`src/rtl/fetch_stage_if.sv`:
```
// Fetch-stage bundle: hazard controls, EX redirect, instruction memory port and IF/ID outputs.
interface fetch_stage_if;
  logic        i_stallF;
  logic        i_stallD;
  logic        i_flushD;
  logic        i_pc_sel_ex;
  logic [31:0] i_pc_target;
  logic [31:0] o_imem_addr;
  logic        o_imem_en;
  logic [31:0] i_imem_rdata;
  logic [6:0]  o_opcodeIF;
  logic [31:0] o_pcD;
  logic [31:0] o_instrD;
  logic        o_validD;

  modport master (
    input  i_stallF, i_stallD, i_flushD, i_pc_sel_ex, i_pc_target, i_imem_rdata,
    output o_imem_addr, o_imem_en, o_opcodeIF, o_pcD, o_instrD, o_validD
  );

  modport slave (
    output i_stallF, i_stallD, i_flushD, i_pc_sel_ex, i_pc_target, i_imem_rdata,
    input  o_imem_addr, o_imem_en, o_opcodeIF, o_pcD, o_instrD, o_validD
  );
endinterface

```
`src/rtl/fetch_stage.sv`:
```
// IF stage + IF/ID register: owns the PC, fetches from a 1-cycle synchronous imem.
// Latency: reset release to first valid D = 2 edges; redirect to target in D = 3 edges.
// Backpressure: stallF freezes PC and parks the IF instruction in a hold buffer; stallD freezes IF/ID.
module fetch_stage #(
  parameter logic [31:0] PC_RESET  = 32'h0000_0000,
  parameter logic [31:0] NOP_INSTR = 32'h0000_0013
) (
  input logic           i_clk,
  input logic           i_reset,
  fetch_stage_if.master bus
);

  localparam logic [1:0] S_BOOT  = 2'd0;
  localparam logic [1:0] S_RUN   = 2'd1;
  localparam logic [1:0] S_REDIR = 2'd2;

  typedef struct packed {
    logic [31:0] pc;
    logic [31:0] instr;
    logic        vld;
  } ifid_t;

  logic [1:0]  state;
  logic [1:0]  state_nxt;
  logic [31:0] pc_f;
  logic [31:0] pc_if;
  logic [31:0] hold_pc;
  logic [31:0] hold_instr;
  logic        hold_vld;
  ifid_t       ifid;

  logic        imem_en;
  logic [31:0] target;
  logic        slot_vld;
  logic [31:0] slot_pc;
  logic [31:0] slot_instr;

  assign target     = bus.i_pc_target & 32'hFFFF_FFFC;
  assign imem_en    = !i_reset && !(bus.i_stallF && !bus.i_pc_sel_ex);
  assign slot_vld   = (state == S_RUN);
  assign slot_instr = hold_vld ? hold_instr : bus.i_imem_rdata;
  assign slot_pc    = hold_vld ? hold_pc : pc_if;

  // A BOOT/REDIR cycle only retires once its address has actually been strobed.
  always_comb begin
    state_nxt = state;
    if (bus.i_pc_sel_ex) begin
      state_nxt = S_REDIR;
    end else if (imem_en) begin
      state_nxt = S_RUN;
    end
  end

  always_ff @(posedge i_clk) begin
    if (i_reset) begin
      state      <= S_BOOT;
      pc_f       <= PC_RESET;
      pc_if      <= PC_RESET;
      hold_vld   <= 1'b0;
      hold_pc    <= 32'h0;
      hold_instr <= 32'h0;
    end else begin
      state <= state_nxt;
      if (bus.i_pc_sel_ex) begin
        pc_f     <= target;
        hold_vld <= 1'b0;
      end else if (!bus.i_stallF) begin
        pc_f     <= pc_f + 32'd4;
        hold_vld <= 1'b0;
      end else if (slot_vld && !hold_vld) begin
        hold_vld   <= 1'b1;
        hold_instr <= bus.i_imem_rdata;
        hold_pc    <= pc_if;
      end
      if (imem_en) begin
        pc_if <= pc_f;
      end
    end
  end

  always_ff @(posedge i_clk) begin
    if (i_reset) begin
      ifid <= '{pc: 32'h0, instr: NOP_INSTR, vld: 1'b0};
    end else if (bus.i_flushD || bus.i_pc_sel_ex) begin
      ifid.vld   <= 1'b0;
      ifid.instr <= NOP_INSTR;
    end else if (bus.i_stallD) begin
      ifid <= ifid;
    end else if (bus.i_stallF) begin
      ifid.vld   <= 1'b0;
      ifid.instr <= NOP_INSTR;
    end else begin
      ifid <= '{pc: slot_pc, instr: (slot_vld ? slot_instr : NOP_INSTR), vld: slot_vld};
    end
  end

  // Feeds the hazard unit's stallF in the same cycle; must stay free of other comb inputs.
  assign bus.o_opcodeIF  = slot_vld ? slot_instr[6:0] : 7'h13;
  assign bus.o_imem_addr = pc_f;
  assign bus.o_imem_en   = imem_en;
  assign bus.o_pcD       = ifid.pc;
  assign bus.o_instrD    = ifid.instr;
  assign bus.o_validD    = ifid.vld;

endmodule

```
`src/flat_wrapper.sv`:
```
// flat-port wrapper written by rule: the top's interface ports become plain ports
module fetch_stage_flat 
#(
  parameter logic [31:0] PC_RESET  = 32'h0000_0000,
  parameter logic [31:0] NOP_INSTR = 32'h0000_0013
)
  (i_clk, i_reset, bus_i_stallF, bus_i_stallD, bus_i_flushD, bus_i_pc_sel_ex, bus_i_pc_target, bus_i_imem_rdata, bus_o_imem_addr, bus_o_imem_en, bus_o_opcodeIF, bus_o_pcD, bus_o_instrD, bus_o_validD);
  fetch_stage_if bus_i ();
  input logic i_clk;
  input logic i_reset;
  input wire logic [$bits(bus_i.i_stallF)-1:0] bus_i_stallF;
  input wire logic [$bits(bus_i.i_stallD)-1:0] bus_i_stallD;
  input wire logic [$bits(bus_i.i_flushD)-1:0] bus_i_flushD;
  input wire logic [$bits(bus_i.i_pc_sel_ex)-1:0] bus_i_pc_sel_ex;
  input wire logic [$bits(bus_i.i_pc_target)-1:0] bus_i_pc_target;
  input wire logic [$bits(bus_i.i_imem_rdata)-1:0] bus_i_imem_rdata;
  output wire logic [$bits(bus_i.o_imem_addr)-1:0] bus_o_imem_addr;
  output wire logic [$bits(bus_i.o_imem_en)-1:0] bus_o_imem_en;
  output wire logic [$bits(bus_i.o_opcodeIF)-1:0] bus_o_opcodeIF;
  output wire logic [$bits(bus_i.o_pcD)-1:0] bus_o_pcD;
  output wire logic [$bits(bus_i.o_instrD)-1:0] bus_o_instrD;
  output wire logic [$bits(bus_i.o_validD)-1:0] bus_o_validD;
  assign bus_i.i_stallF = bus_i_stallF;
  assign bus_i.i_stallD = bus_i_stallD;
  assign bus_i.i_flushD = bus_i_flushD;
  assign bus_i.i_pc_sel_ex = bus_i_pc_sel_ex;
  assign bus_i.i_pc_target = bus_i_pc_target;
  assign bus_i.i_imem_rdata = bus_i_imem_rdata;
  assign bus_o_imem_addr = bus_i.o_imem_addr;
  assign bus_o_imem_en = bus_i.o_imem_en;
  assign bus_o_opcodeIF = bus_i.o_opcodeIF;
  assign bus_o_pcD = bus_i.o_pcD;
  assign bus_o_instrD = bus_i.o_instrD;
  assign bus_o_validD = bus_i.o_validD;
  fetch_stage #(.PC_RESET(PC_RESET), .NOP_INSTR(NOP_INSTR)) u_core (.i_clk(i_clk), .i_reset(i_reset), .bus(bus_i));
endmodule
```
`config.mk`:
```
export PLATFORM = sky130hd
export DESIGN_NAME = fetch_stage_flat
export DESIGN_NICKNAME = d
export VERILOG_FILES = /design/src/rtl/fetch_stage_if.sv /design/src/rtl/fetch_stage.sv /design/src/flat_wrapper.sv
export SDC_FILE = /design/constraint.sdc
export NUM_CORES = 1
export LEC_CHECK = 0
export ABC_AREA = 1
export CAP_MARGIN = 20
export CELL_PAD_IN_SITES_DETAIL_PLACEMENT = 0
export CELL_PAD_IN_SITES_GLOBAL_PLACEMENT = 2
export CORE_ASPECT_RATIO = 0.6
export CORE_UTILIZATION = 37
export DETAILED_ROUTE_END_ITERATION = 8
export DONT_BUFFER_PORTS = 1
export GPL_ROUTABILITY_DRIVEN = 0
export PLACE_DENSITY = 0.85
export SYNTH_ARGS = -nofsm -noshare
export SYNTH_HDL_FRONTEND = slang
export SYNTH_SLANG_ARGS = --single-unit
```
`constraint.sdc`:
```
create_clock -name i_clk -period 2.45 [get_ports i_clk]
set_clock_uncertainty 0.15 [all_clocks]
set_input_delay 0.1225 -clock i_clk [delete_from_list [all_inputs] [get_ports i_clk]]
set_output_delay 0.1225 -clock i_clk [all_outputs]
set_load 0.05 [all_outputs]
```
== Yosys cells after proc, flatten, opt, wreduce, memory -nomap -nowiden ==
Index checks and enable logic that the tools add are counted.

* Reductions and logical operators: 14
* Equality and inequality tests: 2
* Mux-type cells: 9
* $add $sub $neg: 1
* Bitwise logic cells: 4

{| class="wikitable"
|+ Operator list
! operator !! number
|-
| 32-bit 2-to-1 mux || 5
|-
| 33-bit 2-to-1 mux || 1
|-
| 32-bit by 3-bit adder with 32-bit output (second input constant) || 1
|-
| 7-bit 2-to-1 mux || 1
|-
| 3-bit AND reduction || 2
|-
| 1-bit zero test || 4
|-
| 2-bit 2-to-1 mux || 2
|-
| 1-bit NOT || 4
|-
| 2-bit OR reduction || 2
|-
| 1-bit logical AND || 3
|-
| 3-bit OR reduction || 1
|-
| 2-bit by 1-bit == test with 1-bit output (second input constant) || 1
|-
| 2-bit by 1-bit != test with 1-bit output (second input constant) || 1
|-
| 2-bit nonzero test || 1
|-
| 1-bit logical OR || 1
|}

* Logic and storage cells: 41
* Flip-flop bits (word level): 196
* Output and inout bits: 105
* Input bits: 70

== Depth between registers and ports, before layout ==
* Word-level depth: 6
* Mapped depth: 10
* Gate-level depth less buffers: 10

== Worst setup path after synthesis ==
No wires, ideal clock.

* Path type: reg-to-reg
* Start point: reg u_core.pc_f[3] (netlist: u_core.bus.o_imem_addr[3])
* End point: reg u_core.pc_f[26] (netlist: u_core.bus.o_imem_addr[26])
* Stages on the path, launching flop included: 11
* Buffers on the path: 0
* Slack: 0.440 ns
* Period minus slack after synthesis: 2.010 ns
* Arrival: 1.747 ns
* Library setup time: 0.114 ns
* Cell sequence: dfxtp_1 > ha_1 > nand2_1 > nor2_2 > nand2_2 > nor2_4 > nand2_1 > nand2_1 > nand3_1 > nand2_1 > nand2_1

* Cells in the longest elaborated chain, start to end: 3

{| class="wikitable"
|+ Ends and longest elaborated chain
! element !! line !! source
|-
| start, declared || fetch_stage.sv:25 || <nowiki>logic [31:0] pc_f;</nowiki>
|-
| start signal, assigned || fetch_stage.sv:65 || <nowiki>pc_f <= target;</nowiki>
|-
| start signal, assigned || fetch_stage.sv:68 || <nowiki>pc_f <= pc_f + 32'd4;</nowiki>
|-
| 32-bit by 3-bit adder with 32-bit output || fetch_stage.sv:68 ||
|-
| 32-bit 2-to-1 mux || fetch_stage.sv:67 || <nowiki>end else if (!bus.i_stallF) begin</nowiki>
|-
| 32-bit 2-to-1 mux || fetch_stage.sv:64 || <nowiki>if (bus.i_pc_sel_ex) begin</nowiki>
|}

No other way between the ends. The select of a mux whose other input is x is not followed.
A chain may end at the register's enable or synchronous reset.

==> impl_metrics.tcl <==
set metrics [dict create \
    die_h_um 116 \
    path_class "reg2reg" \
    vias_per_cell 5.03 \
    grt_pass1_wl_mm 38.4 \
    crit_arrival_ns 2.48 \
    max_cap_viol_count 0 \
    r2r_start "u_core.bus.o_instrD[10]$_SDFFE_PP0N_" \
    die_x_um 192 \
    dp_hpwl_mm 16.0 \
    fin_setup_tns_ns 0 \
    critPathRequiredTime_ns 2.68 \
    cp_max_fo 2 \
    via_count 7699 \
    ys_warn_count 0 \
    dp_slack_ns 0.537 \
    num_rows 41 \
    ys_ff_latch 188 \
    max_slew_margin_pct 38.9 \
    die_area_um2 22300 \
    intPower_w 0.00514 \
    r2r_cells 4 \
    worst_slack_ns 0.205 \
    area.growth.synth_to_final_pct 27.0 \
    numPortBuffers 0 \
    final_antenna_net_count 0 \
    yosysSeqAreaShare_pct 46.9 \
    rsz0062_at_grt "false" \
    tritoncts "built" \
    hold_viol 1 \
    postCtsSetupBuffers 0 \
    fmax_mhz 445 \
    cp-end-kind "register" \
    antenna_found_initial 0 \
    fillers 2145 \
    core_um2 21100 \
    layout.nets 1311 \
    drtPass1Iterations 5 \
    netlist_area_um2 8030 \
    start_kind "register" \
    cts_made_buffers 17 \
    setup_viol 0 \
    final.min_clock_period_ns 2.24 \
    drt_iter0_markers 544 \
    htreeDepth 4 \
    netSwitchingFraction_pct 27.4 \
    whs_ns -0.00271 \
    clock_latency_ns 0.44 \
    clk_root_buffer_cell "clkbuf_16" \
    period_share_pct 91.6 \
    cp-startpoint "u_core.bus.o_instrD[10]$_SDFFE_PP0N_" \
    cp-endpoint "u_core.bus.o_instrD[10]$_SDFFE_PP0N_" \
    cts_sinks 188 \
    ios 175 \
    ir_drop_mv 0.499 \
    violations "negative hold slack" \
    synth.distinct_cells 30 \
    power_density_nw_per_um2 695 \
    worstReg2RegEnd "u_core.bus.o_instrD[10]$_SDFFE_PP0N_" \
    pwr-share-seq_pct 46.7 \
    r2r_setup_slack_ns 0.21 \
    overflow 0 \
    wl_mm 25.0 \
    drive_gt1_share_pct 9.50 \
    initial_core_util_pct 38.0 \
    combPwrFrac_pct 11.3 \
    n_antenna_cell 0 \
    drc 0 \
    path_clk_slew_ns 0.07 \
    worst_slew_pin_slew_ns 0.916 \
    p_sw_w 0.00194 \
    synth_cells 1127 \
    wire_per_inst_um 16.3 \
    status "finished with violations" \
    leakage_nw 3.91 \
    cts_max_path_buffers 2 \
    syn_area_per_cell_um2 7.12 \
    grt_start_max_net_pins 94 \
    slew_viol_final 0 \
    power.share.clock_pct 42.0 \
    holdCritPathClass "in2reg" \
    worst_hold_startpoint "bus_i_pc_sel_ex" \
    grt_pass1_vias 6832 \
    grt_usage_pct 22.5 \
]
[per-stage QoR]
step	instances	hold slack (ns)	cell area, um2	util (%)	total power (W)
floorplan	1130	0.0416	8040	-	0.00386
global placement	1396	0.0442	8500	40.2	0.00404
detailed placement	1396	0.0462	8500	40.2	0.00405
CTS	1531	0.142	10200	48.1	0.00715
global route	1532	0.0510	10200	48.2	0.00735
finish	1532	-0.00271	10200	48.2	0.00709
[sequential cells by signal (all words and copies together), names as in the netlist]
signal	count
u_core.bus.o_instrD	32
u_core.hold_instr	32
u_core.bus.o_imem_addr	30
u_core.bus.o_pcD	30
u_core.hold_pc	30
u_core.pc_if	30
u_core.state	2
u_core.bus.o_validD	1
u_core.hold_vld	1
[synth_stat cells, drive strengths merged]
cell	number	area, um2
o32ai	1	8.76
buf	34	215
a31oi	30	188
o21a	4	30.0
nor2	130	541
nand4	2	12.5
o21ai	131	656
and2	1	6.26
clkbuf	37	139
dfxtp	188	3760
o221ai	1	8.76
conb	1	3.75
inv	98	368
mux2i	4	40.0
clkinv	1	3.75
nand2	297	1120
nand3	39	200
xor2	5	43.8
ha	1	12.5
a21oi	80	400
o22ai	42	263
[worst min-delay path by stage]
stage	end	depth (start not counted)
floorplan	u_core.state[1]$_SDFFE_PP0P_	1
global placement	u_core.state[1]$_SDFFE_PP0P_	1
detailed placement	u_core.state[1]$_SDFFE_PP0P_	1
CTS	u_core.bus.o_pcD[23]$_SDFFE_PP0P_	5
global route	u_core.bus.o_instrD[20]$_SDFFE_PP0N_	5
finish	u_core.bus.o_instrD[20]$_SDFFE_PP0N_	5
[layer usage]
layer  share of wire [%]  vias to the layer above  global-route usage [%]
met5                   0                        -                       0
met4                 1.1                        0                    6.88
met3                 7.1                       16                    5.86
met2                  41                      221                    31.9
met1                  51                     3552                    33.1
li1                    -                     3910                       -
[worst max-delay path: stages, from the launching register on]
cell and delay [ns]:
dfxtp_1 0.67, nand2_1 0.11, dlygate4sd3_1 0.58, a21oi_1 0.13, dlygate4sd3_1 0.56
[kinds of logic after synthesis]
| group | synth area share, % |
|---|---|
| buffers and inverters | 9.04 |
| AND/OR/NAND/NOR | 23.5 |
| flip-flops | 46.9 |
| AO/OA/AOI/OAI | 19.4 |
| adder cells (fa/ha/maj) | 0.156 |
| XOR/XNOR | 0.545 |
| multiplexers | 0.499 |
| other | 0.0467 |
[placed cells by master, fill, tap and decap left out, drive strengths merged]
cell and n:
a21oi 80, a31oi 30, and2 1, buf 60, bufinv 3, clkbuf 20
clkinv 6, clkinvlp 2, conb 4, dfxtp 188, dlygate4sd3 102, ha 1
inv 100, mux2i 4, nand2 297, nand3 39, nand4 2, nor2 130
o21a 4, o21ai 131, o221ai 1, o22ai 42, o32ai 1, xor2 5
[power by group through the flow]
stage	combinational, W	clock, W	sequential, W
after detailed placement	0.000669	0	0.00338
after floorplan	0.000363	0	0.00350
final	0.000799	0.00298	0.00331
after global placement	0.000666	0	0.00338
after global routing	0.000876	0.00315	0.00332
after CTS	0.000795	0.00305	0.00331
[final cells by class]
class / count / area, um2 / area share, %
Timing Repair Buffer: 162 / 1530 / 15.0
Clock inverter: 12 / 159 / 1.56
Sequential cell: 188 / 3760 / 36.9
Tap cell: 279 / 349 / 3.42
Clock buffer: 20 / 467 / 4.58
Multi-Input combinational cell: 772 / 3550 / 34.8
Inverter: 99 / 373 / 3.66
[what timing repair did]
action	CTS	global route
endpoints found under the hold margin	97	0
hold buffers	103	0
resized for setup	0	1
setup endpoints to repair	0	1
Power figures use the tool's default switching activity.
